$ cat config.mk
export PLATFORM = sky130hd
export DESIGN_NAME = traffic_phase_scheduler
export DESIGN_NICKNAME = d
export VERILOG_FILES = /design/src/rtl/traffic_phase_scheduler.sv
export SDC_FILE = /design/constraint.sdc
export NUM_CORES = 1
export LEC_CHECK = 0
export ABC_AREA = 1
export BUFFER_PORTS_ARGS = -buffer_cell sky130_fd_sc_hd__buf_2
export CAP_MARGIN = 20
export CORE_AREA = 2 2 54 56
export CTS_CLUSTER_DIAMETER = 120
export DETAILED_ROUTE_END_ITERATION = 7
export DIE_AREA = 0 0 56 58
export PLACE_DENSITY = 0.84
export SLEW_MARGIN = 20
export SYNTH_ARGS = -nofsm -noshare
export SYNTH_HDL_FRONTEND = slang
export SYNTH_SLANG_ARGS = --single-unit
export TNS_END_PERCENT = 5
$ cat constraint.sdc
create_clock -name clk -period 2.6 [get_ports clk]
set_clock_uncertainty 0.2 [all_clocks]
set_input_delay 0 -clock clk [delete_from_list [all_inputs] [get_ports clk]]
set_output_delay 0 -clock clk [all_outputs]
set_load 0.01 [all_outputs]
$ cat src/rtl/traffic_phase_scheduler.sv
// Traffic phase scheduler: two-direction intersection controller with
// minimum-green hold, yellow and all-red clearance, pedestrian walk
// requests and emergency preemption.
//
// Ports:
//   clk          - sole clock, rising edge
//   reset        - asynchronous active-low reset
//   ped_ns_req   - NS pedestrian button (sampled every cycle)
//   ped_ew_req   - EW pedestrian button (sampled every cycle)
//   car_ew       - EW vehicle presence (level)
//   preempt      - emergency preemption request (level)
//   nslight      - NS lamps {red,yellow,green}, one-hot, registered
//   ewlight      - EW lamps {red,yellow,green}, one-hot, registered
//   walk_ns      - NS pedestrian walk, registered
//   walk_ew      - EW pedestrian walk, registered
//   phase        - current state code, registered
//   req_pending  - latched pedestrian requests {ew,ns}, registered
//
// state | meaning
// NS_G  | NS green, EW red; holds past minimum green until EW demand
// NS_Y  | NS yellow, EW red
// AR1   | all-red clearance before EW green
// EW_G  | EW green, NS red; fixed duration
// EW_Y  | EW yellow, NS red
// AR2   | all-red clearance before NS green; reset state
// PRE   | emergency preemption, all-red while preempt is held
module traffic_phase_scheduler #(
    parameter int GREEN_CYC  = 20,
    parameter int YELLOW_CYC = 4,
    parameter int ALLRED_CYC = 2,
    parameter int WALK_CYC   = 10
) (
    input  logic       clk,
    input  logic       reset,
    input  logic       ped_ns_req,
    input  logic       ped_ew_req,
    input  logic       car_ew,
    input  logic       preempt,
    output logic [2:0] nslight,
    output logic [2:0] ewlight,
    output logic       walk_ns,
    output logic       walk_ew,
    output logic [2:0] phase,
    output logic [1:0] req_pending
);

    typedef enum logic [2:0] {
        NS_G = 3'd0,
        NS_Y = 3'd1,
        AR1  = 3'd2,
        EW_G = 3'd3,
        EW_Y = 3'd4,
        AR2  = 3'd5,
        PRE  = 3'd6
    } state_t;

    localparam logic [7:0] T_GREEN  = 8'(GREEN_CYC - 1);
    localparam logic [7:0] T_YELLOW = 8'(YELLOW_CYC - 1);
    localparam logic [7:0] T_ALLRED = 8'(ALLRED_CYC - 1);
    // Walk stays on while the next cycle's timer is at or above this value,
    // i.e. for the first WALK_CYC cycles of the green.
    localparam logic [7:0] T_WALK_MIN = 8'(GREEN_CYC - WALK_CYC);

    state_t     state, state_nxt;
    logic [7:0] timer, timer_nxt, timer_dec;
    logic       tmo, entering;
    logic [1:0] req_nxt;
    logic       walk_ns_nxt, walk_ew_nxt;

    function automatic logic [7:0] load_val(state_t s);
        case (s)
            NS_G, EW_G: load_val = T_GREEN;
            NS_Y, EW_Y: load_val = T_YELLOW;
            AR1, AR2:   load_val = T_ALLRED;
            default:    load_val = 8'd0;
        endcase
    endfunction

    function automatic logic [5:0] lamps(state_t s);
        case (s)
            NS_G:    lamps = 6'b001_100;
            NS_Y:    lamps = 6'b010_100;
            EW_G:    lamps = 6'b100_001;
            EW_Y:    lamps = 6'b100_010;
            default: lamps = 6'b100_100;
        endcase
    endfunction

    always_comb begin
        state_nxt = state;
        tmo       = (timer == 8'd0);
        timer_dec = tmo ? 8'd0 : timer - 8'd1;
        case (state)
            NS_G: if (preempt || (tmo && (car_ew || req_pending[1]))) state_nxt = NS_Y;
            NS_Y: if (tmo) state_nxt = preempt ? PRE : AR1;
            AR1:  if (preempt) state_nxt = PRE;
                  else if (tmo) state_nxt = EW_G;
            EW_G: if (preempt || tmo) state_nxt = EW_Y;
            EW_Y: if (tmo) state_nxt = preempt ? PRE : AR2;
            AR2:  if (preempt) state_nxt = PRE;
                  else if (tmo) state_nxt = NS_G;
            PRE:  if (!preempt) state_nxt = AR2;
            default: state_nxt = AR2;
        endcase
        entering  = (state_nxt != state);
        timer_nxt = entering ? load_val(state_nxt) : timer_dec;

        // Clear on green entry beats a same-edge set: that green serves it.
        req_nxt = req_pending | {ped_ew_req, ped_ns_req};
        if (entering && state_nxt == NS_G) req_nxt[0] = 1'b0;
        if (entering && state_nxt == EW_G) req_nxt[1] = 1'b0;

        walk_ns_nxt = 1'b0;
        if (state_nxt == NS_G)
            walk_ns_nxt = entering ? (req_pending[0] | ped_ns_req)
                                   : (walk_ns && !tmo && timer_dec >= T_WALK_MIN);
        walk_ew_nxt = 1'b0;
        if (state_nxt == EW_G)
            walk_ew_nxt = entering ? (req_pending[1] | ped_ew_req)
                                   : (walk_ew && !tmo && timer_dec >= T_WALK_MIN);
    end

    always_ff @(posedge clk or negedge reset) begin
        if (!reset) begin
            state       <= AR2;
            timer       <= T_ALLRED;
            nslight     <= 3'b100;
            ewlight     <= 3'b100;
            walk_ns     <= 1'b0;
            walk_ew     <= 1'b0;
            phase       <= AR2;
            req_pending <= 2'b00;
        end else begin
            state                <= state_nxt;
            timer                <= timer_nxt;
            {nslight, ewlight}   <= lamps(state_nxt);
            walk_ns              <= walk_ns_nxt;
            walk_ew              <= walk_ew_nxt;
            phase                <= state_nxt;
            req_pending          <= req_nxt;
        end
    end

endmodule
Word-level counts from Yosys, hierarchy flattened:

Index checks and enable logic that the tools add are counted.

* bits in registers: 21
* logic and storage cells: 63

* $add $sub $neg: 1
* $lt $le $gt $ge: 1
* eq/ne operators: 12
* muxes and demuxes: 22
* bitwise logic cells: 3
* reduce and logical (&&, ||, !) cells: 17

Operators with widths (number)
* two-way mux 3 bit: 10
* one-hot mux 6 bit (4 select lines): 1
* one-hot mux 3 bit (7 select lines): 1
* two-way mux 8 bit: 2
* equality test 3 bit, second input constant: 5
* one-hot mux 5 bit (3 select lines): 1
* equality test 3 x 2 -> 1 bit, second input constant: 4
* >= comparator 8 x 4 -> 1 bit, second input constant: 1
* zero test 8 bit: 1
* subtractor 8 x 1 -> 8 bit, second input constant: 1
* logical AND 1 bit: 7
* equality test 3 x 1 -> 1 bit, second input constant: 2
* zero test 3 bit: 2
* two-way mux 1 bit: 6
* OR reduction 2 bit: 3
* logical OR 1 bit: 3
* inequality test 3 bit: 1
* two-way mux 2 bit: 1
* bitwise OR 1 bit: 2
* bitwise OR 2 bit: 1
* zero test 1 bit: 1

Longest topological paths before layout:

Gate-level depths: netlist (run 1).

* word-level depth: 9
* gate-level depth with buffers: 16
* depth with buffers taken out: 16

Least setup slack after synthesis (run 1):

No wires, ideal clock.

* kind: reg2reg
* start point: register timer[0]
* end point: register timer[4]
* setup time: 0.120 ns
* arrival: 1.814 ns
* required time: 2.280 ns
* slack: 0.465 ns
* cell stages (with the launch flop): 17
* buffers on the path: 0
* period minus slack after synthesis: 2.135 ns
* cell sequence: dfstp_2 inv_1 ha_1 nand2_2 inv_2 nand2_4 nand2_1 nand2_1 nand2_1 nand2_1 nand2_2 nand2_1 nand2_1 inv_2 nand3_4 o21ai_1 nand2_1

* word-level cells in the longest chain between the ends: 9

Ends and longest elaborated chain
* start: declaration: line 65 `logic [7:0] timer, timer_nxt, timer_dec;`
* start signal: assignment: line 135 `timer <= timer_nxt;`
* zero test 8 bit *: line 91 `tmo = (timer == 8'd0);`
* logical AND 1 bit: line 94 `NS_G: if (preempt || (tmo && (car_ew || req_pending[1]))) state_nxt = NS_Y;`
* logical OR 1 bit: line 94
* two-way mux 3 bit: line 94
* one-hot mux 3 bit (7 select lines) *: line 93 `case (state)`
* named net state_nxt[2]: line 64 `state_t state, state_nxt;`
* equality test 3 x 2 -> 1 bit, or another cell as far along: line 71 `case (s)`
* OR reduction 2 bit: line 71
* one-hot mux 5 bit (3 select lines): line 71
* two-way mux 8 bit *: line 106 `timer_nxt = entering ? load_val(state_nxt) : timer_dec;`
* named net timer_nxt[4]: line 65

The timed path passes the listed nets; every way through them passes the cells marked *.

Worst setup path in the final report (run 1):

Ends and elaborated chain as after synthesis.

==> impl_metrics.ini, run 1 <==
[critical_path]
cp_slowest_cell = dfstp_2
setup.worst_path.start = timer[0]
end_kind = flip-flop
crit_fanout = 10
path_common_cell = nand2_1
rr_worst_depth = 16
crit_path_start_kind = flip-flop
crit_buf_inv = 3
cp.depth = 16
r2r-end = timer[4]
critPathKind = reg2reg
path_cells = inv_1, ha_1, nand2_2, inv_2, nand2_4, nand2_1, nand2_1, nand2_1, nand2_1, nand2_2, nand2_1, nand2_1, inv_2, nand3_4, o21ai_1, nand2_1
reg2reg_from = timer[0]
max_stage_delay_ns = 0.53
cp.arrival_ns = 2.38
worstSetupEndpoint = timer[4]
cp.required_ns = 2.61
crit_family = simple AND/OR/NAND/NOR gates
r2r_setup_slack_ns = 0.24

[route]
drc = 0
drt_iter0_markers = 37
routed_wl_mm = 3.09
drt-pass1-iter-count = 5
viasPerCell = 5.28
vias = 1288
drtAntennaViolNets = 0
wl_per_cell_um = 12.6

[worst_hold_path]
hold_class = in2async

[finish]
diodes = 0
fillers = 234
areaGrowthSynthToFinish_pct = 13.3
drive_gt1_share_pct = 29.1
nets = 222

[synthesis]
ys_warn_count = 0
yosysUniqueCellTypes = 27
synth_nets = 196
syn_area_per_cell_um2 = 7.47
ys_ff_latch = 21
synthesis.area_mm2 = 0.00140
yosysSeqAreaShare_pct = 37.9
synthCells = 188

[sta]
finalHoldViolations = 0
min_period_over_period_pct = 90.9
rsz0062_at_grt = no
fin_ws_ns = 0.236
setup_tns_ns = 0
slew-limit-headroom_pct = 53.0
worstMarginPinSlew_ns = 0.703
fmax_mhz = 423
finalCriticalPeriod_ns = 2.36
maxSlewViolCount = 0
finalSetupViolCount = 0

[placed_design]
io_buffers = 18
gp_congestion = 1.01
place_ws_ns = 0.253
dpl.hpwl_mm = 2.35

[pwr]
p_switching_mw = 1.31
seq_power_share_pct = 25.7
comb_power_share_pct = 67.5
power.leakage_nw = 0.832
swShare_pct = 55.0
p_per_area_mw_per_mm2 = 1500
ir_drop_mv = 0.909
internal_power_mw = 1.07
power_frac_clock_pct = 6.8

[clocking]
cts_resized = 0
clkLatencyLatePin_ns = 0.31
max-clock-path-buffers = 2
root_buffer = clkbuf_4
cts_tree = yes
cts_sinks = 21
htreeDepth = 1
cts_made_buffers = 3
path_clk_slew_ns = 0.12

[floorplan]
die-area_mm2 = 0.00325
num_io_pins = 19
initial_core_util_pct = 52.7
core-area_mm2 = 0.00266
fp.dieH_um = 58
fp-row-count = 19
fp.dieW_um = 56

[global_route]
antenna_found_initial = 0
grt_max_degree = 17
overflow = 0
grt_pass1_wl_mm = 5.28
grt_use_total_pct = 20.9
grt_pass1_vias = 1181

[outcome]
status = complete, no violations

[flow_run]
cap_violations = 0
==> state kept, by name, summed over array words and instances, names as in the netlist <==
| name | count |
|---|---|
| timer | 8 |
| walk_ns | 1 |
| ewlight | 3 |
| state | 3 |
| req_pending | 2 |
| nslight | 3 |
| walk_ew | 1 |
==> final cells by class <==
cell class	count	area, um2	area share (%)
Clock buffer	4	26.3	1.65
Tap cell	31	38.8	2.44
Multi-Input combinational cell	142	764	48.1
Timing Repair Buffer	23	140	8.81
Sequential cell	21	532	33.4
Inverter	23	88.8	5.59
==> per-layer routing <==
layer,vias to the layer above,track usage (%),wire [um]
met2,44,35.5,1540
met5,-,0,0
met4,0,7.82,46
met1,589,26.9,1340
met3,6,3.79,162
li1,649,-,-
==> per-stage QoR <==
stage	utilization [%]	hold slack, ns	cells	area [um2]	power, mW
finish	59.7	0.0277	244	1590	2.38
floorplan	-	-0.496	188	1400	1.87
detailed placement	56.9	-0.229	235	1510	2.20
global route	59.7	0.0254	244	1590	2.60
global placement	56.9	-0.231	235	1510	2.17
CTS	59.7	0.0264	244	1590	2.37
==> Yosys cell counts <==
master    count  share of area, %
a21boi_0      2               1.1
a21oi_1       3               1.1
a21oi_2       1              0.62
buf_4         1              0.53
buf_6         1              0.80
dfrtp_1      16                29
dfstp_2       5               9.4
ha_1          2               1.8
inv_1        15               4.0
inv_2         7               1.9
inv_4         1              0.45
nand2_1      50                13
nand2_2       7               3.1
nand2_4       2               1.6
nand3_1      17               6.1
nand3_2       3               2.1
nand3_4       1               1.2
nand4_1       6               2.7
nor2_1       23               6.1
nor2_2        3               1.3
nor2_4        6               4.8
nor3_2        2               1.4
o211ai_1      1              0.53
o21ai_0       3               1.1
o21ai_1       5               1.8
or2_2         3               1.3
xor2_1        2               1.2
==> cells in the final DEF, fill, tap and decap left out, types with 5 or more instances in the layout <==
| cell type | n |
|---|---|
| o21ai_1 | 5 |
| nand4_1 | 6 |
| nor2_1 | 23 |
| dfstp_2 | 5 |
| nor2_4 | 6 |
| nand2_1 | 50 |
| inv_1 | 15 |
| nand2_2 | 7 |
| inv_2 | 7 |
| buf_2 | 18 |
| nand3_1 | 17 |
| dlygate4sd3_1 | 5 |
| dfrtp_1 | 16 |
==> worst min path at each step <==
stage | to | slack [ns] | start
floorplan | ewlight[0] | -0.50 | reset
global placement | ewlight[0] | -0.23 | reset
detailed placement | walk_ns | -0.23 | reset
CTS | state[0] | 0.03 | reset
global route | nslight[2] | 0.03 | reset
finish | ewlight[2] | 0.03 | reset
==> power by group through the flow <==
stage               registers (mW)  clock network [mW]  logic [mW]
finish                       0.612               0.161        1.61
global route                 0.632               0.178        1.79
CTS                          0.609               0.165        1.59
detailed placement           0.616                   0        1.58
global placement             0.615                   0        1.56
floorplan                    0.597                   0        1.27
==> kinds of logic after synthesis <==
kind of cell / after synthesis / synth area share [%]
compound gates: 15 / 6.15
xor+xnor: 2 / 1.25
fa+ha+maj: 2 / 1.78
buf+inv: 25 / 7.67
flops: 21 / 37.9
simple gates: 123 / 45.3
==> what timing repair did <==
item	CTS	global route
hold endpoints to repair	27	0
hold buffers	5	0
setup endpoints to repair	0	0
setup buffers	0	0
(Power assumes the default switching activity.)
==> run 2, diff against run 1 <==
--- a/config.mk
+++ b/config.mk
@@ -8,11 +8,13 @@
 export ABC_AREA = 1
 export BUFFER_PORTS_ARGS = -buffer_cell sky130_fd_sc_hd__buf_2
 export CAP_MARGIN = 20
-export CORE_AREA = 2 2 54 56
+export CELL_PAD_IN_SITES_DETAIL_PLACEMENT = 1
+export CELL_PAD_IN_SITES_GLOBAL_PLACEMENT = 2
+export CORE_AREA = 2 2 70 72
 export CTS_CLUSTER_DIAMETER = 120
 export DETAILED_ROUTE_END_ITERATION = 7
-export DIE_AREA = 0 0 56 58
-export PLACE_DENSITY = 0.84
+export DIE_AREA = 0 0 72 74
+export PLACE_DENSITY = 0.85
 export SLEW_MARGIN = 20
 export SYNTH_ARGS = -nofsm -noshare
 export SYNTH_HDL_FRONTEND = slang
==> run 2 against run 1 <==
Net effect: sequential power grew 1%; worst hold slack lost 0.014 ns; first-iteration DRC count grew 46%; total power grew 7.3%; die area grew 64%; clock power grew 37%; fmax shrank 1.6%; sequential share of layout area shrank 1.4 points; non-clock buffer count grew 2; utilization shrank 24 points; largest cell class unchanged; largest power group unchanged.
==> impl_metrics.ini, run 2 (same netlist as run 1, synthesis figures left out) <==
[critical_path]
crit_fanout = 5
reg2reg_from = timer[0]
r2r-end = walk_ns
cp.arrival_ns = 2.39
critPathKind = reg2reg
max_stage_delay_ns = 0.52
crit_family = simple AND/OR/NAND/NOR gates
end_kind = flip-flop
cp_slowest_cell = dfstp_2
path_cells = inv_1, ha_1, nand2_2, nor2_4, nor2_1, nand2_1, nand4_1, nand2_1, nand2_2, nand2_2, nor2_4, nor2_1, nor2_1
crit_buf_inv = 1
crit_path_start_kind = flip-flop
rr_worst_depth = 13
cp.required_ns = 2.59
r2r_setup_slack_ns = 0.20

[clocking]
cts_sinks = 21
cts_made_buffers = 3
htreeDepth = 1
max-clock-path-buffers = 2
root_buffer = clkbuf_8
path_clk_slew_ns = 0.09
cts_resized = 0
cts_tree = yes
clkLatencyLatePin_ns = 0.27

[route]
vias = 1299
routed_wl_mm = 3.90
drc = 0
wl_per_cell_um = 14.4
drt-pass1-iter-count = 4
viasPerCell = 4.81
drtAntennaViolNets = 0
drt_iter0_markers = 54

[flow_run]
cap_violations = 0

[placed_design]
io_buffers = 18
gp_congestion = 0.827
dpl.hpwl_mm = 2.94

[sta]
maxSlewViolCount = 0
rsz0062_at_grt = no
worstMarginPinSlew_ns = 0.483
slew-limit-headroom_pct = 67.8
fmax_mhz = 416
finalHoldViolations = 0
min_period_over_period_pct = 92.4
setup_tns_ns = 0
finalSetupViolCount = 0
finalCriticalPeriod_ns = 2.40

[pwr]
seq_power_share_pct = 24.2
p_per_area_mw_per_mm2 = 1540
power_frac_clock_pct = 8.6
total_power_mw = 2.56
internal_power_mw = 1.15
ir_drop_mv = 0.778
comb_power_share_pct = 67.2
p_switching_mw = 1.40
swShare_pct = 54.9
power.leakage_nw = 0.854

[floorplan]
fp-row-count = 25
initial_core_util_pct = 30.5
core-area_mm2 = 0.00460
fp.dieH_um = 74
num_io_pins = 19
die-area_mm2 = 0.00533
fp.dieW_um = 72

[global_route]
use_met3_pct = 2.57
use_met1_pct = 18.7
grt_pass1_vias = 1344
grt_max_degree = 22
grt_use_total_pct = 15.0
grt_pass1_wl_mm = 6.25
top_usage_layer = met2
overflow = 0
met2_usage_pct = 27.3
antenna_found_initial = 0

[worst_hold_path]
hold_class = in2async

[outcome]
status = complete, no violations

[finish]
regMostFlops = timer
largest_reg_flops = 8
final_util_pct = 36.1
nets = 225
drive_gt1_share_pct = 31.0
diodes = 0
layout_common_cells = nand2_1, nor2_1, buf_2
areaGrowthSynthToFinish_pct = 18.4
final_common_cell = nand2_1
[run 2: per-stage QoR]
stage               area [um2]  instances  hold WS, ns  setup slack [ns]
floorplan                 1400        188       -0.496             0.465
global placement          1540        258       -0.217             0.211
detailed placement        1540        258       -0.208             0.171
CTS                       1630        266       0.0316             0.148
global route              1660        270       0.0646            0.0164
finish                    1660        270       0.0135             0.198
[run 2: timing repair]
| item | 4_1_cts | 5_1_grt |
|---|---|---|
| endpoints found under the hold margin | 25 | 0 |
| endpoints found under the setup margin | 0 | 3 |
| buffers inserted | 0 | 3 |
| hold buffers | 4 | 0 |
[run 2: worst register-to-register path, delay by kind of cell, from the launching register on]
kind	cells	cell delay (ns)
simple gates	11	1.27
flops	1	0.52
fa+ha+maj	1	0.24
buf+inv	1	0.08
[run 2: cell type report]
type / count / area, um2
Clock buffer: 3 / 41.3
Multi-Input combinational cell: 143 / 774
Fill cell: 582 / 2940
Clock inverter: 1 / 5.00
Timing Repair Buffer: 25 / 153
Tap cell: 54 / 67.6
Sequential cell: 21 / 532
Inverter: 23 / 88.8
[run 2: per-layer routing]
metal / vias to the layer above / part of all wire (%) / routed length, um
li1: 655 / - / -
met1: 629 / 45 / 1760
met2: 13 / 52 / 2040
met3: 2 / 2.1 / 82
met4: 0 / 0.33 / 13
met5: - / 0 / 0
[run 2: worst max path at each step]
| stage | cells past startpoint | startpoint | slack, ns | to |
|---|---|---|---|---|
| finish | 13 | timer[0] | 0.20 | walk_ns |
| global route | 16 | timer[0] | 0.02 | timer[4] |
| CTS | 16 | timer[0] | 0.15 | timer[4] |
| detailed placement | 16 | timer[0] | 0.17 | timer[4] |
| global placement | 16 | timer[0] | 0.21 | timer[4] |
| floorplan | 16 | timer[0] | 0.47 | timer[4] |
[run 2: power by group through the flow]
| stage | clock network [mW] | registers [mW] | logic (mW) |
|---|---|---|---|
| 2_1_floorplan | 0 | 0.597 | 1.27 |
| 3_3_place_gp | 0 | 0.623 | 1.62 |
| 3_5_place_dp | 0 | 0.625 | 1.64 |
| 4_1_cts | 0.225 | 0.619 | 1.66 |
| 5_1_grt | 0.236 | 0.632 | 1.95 |
| 6_report | 0.220 | 0.619 | 1.72 |
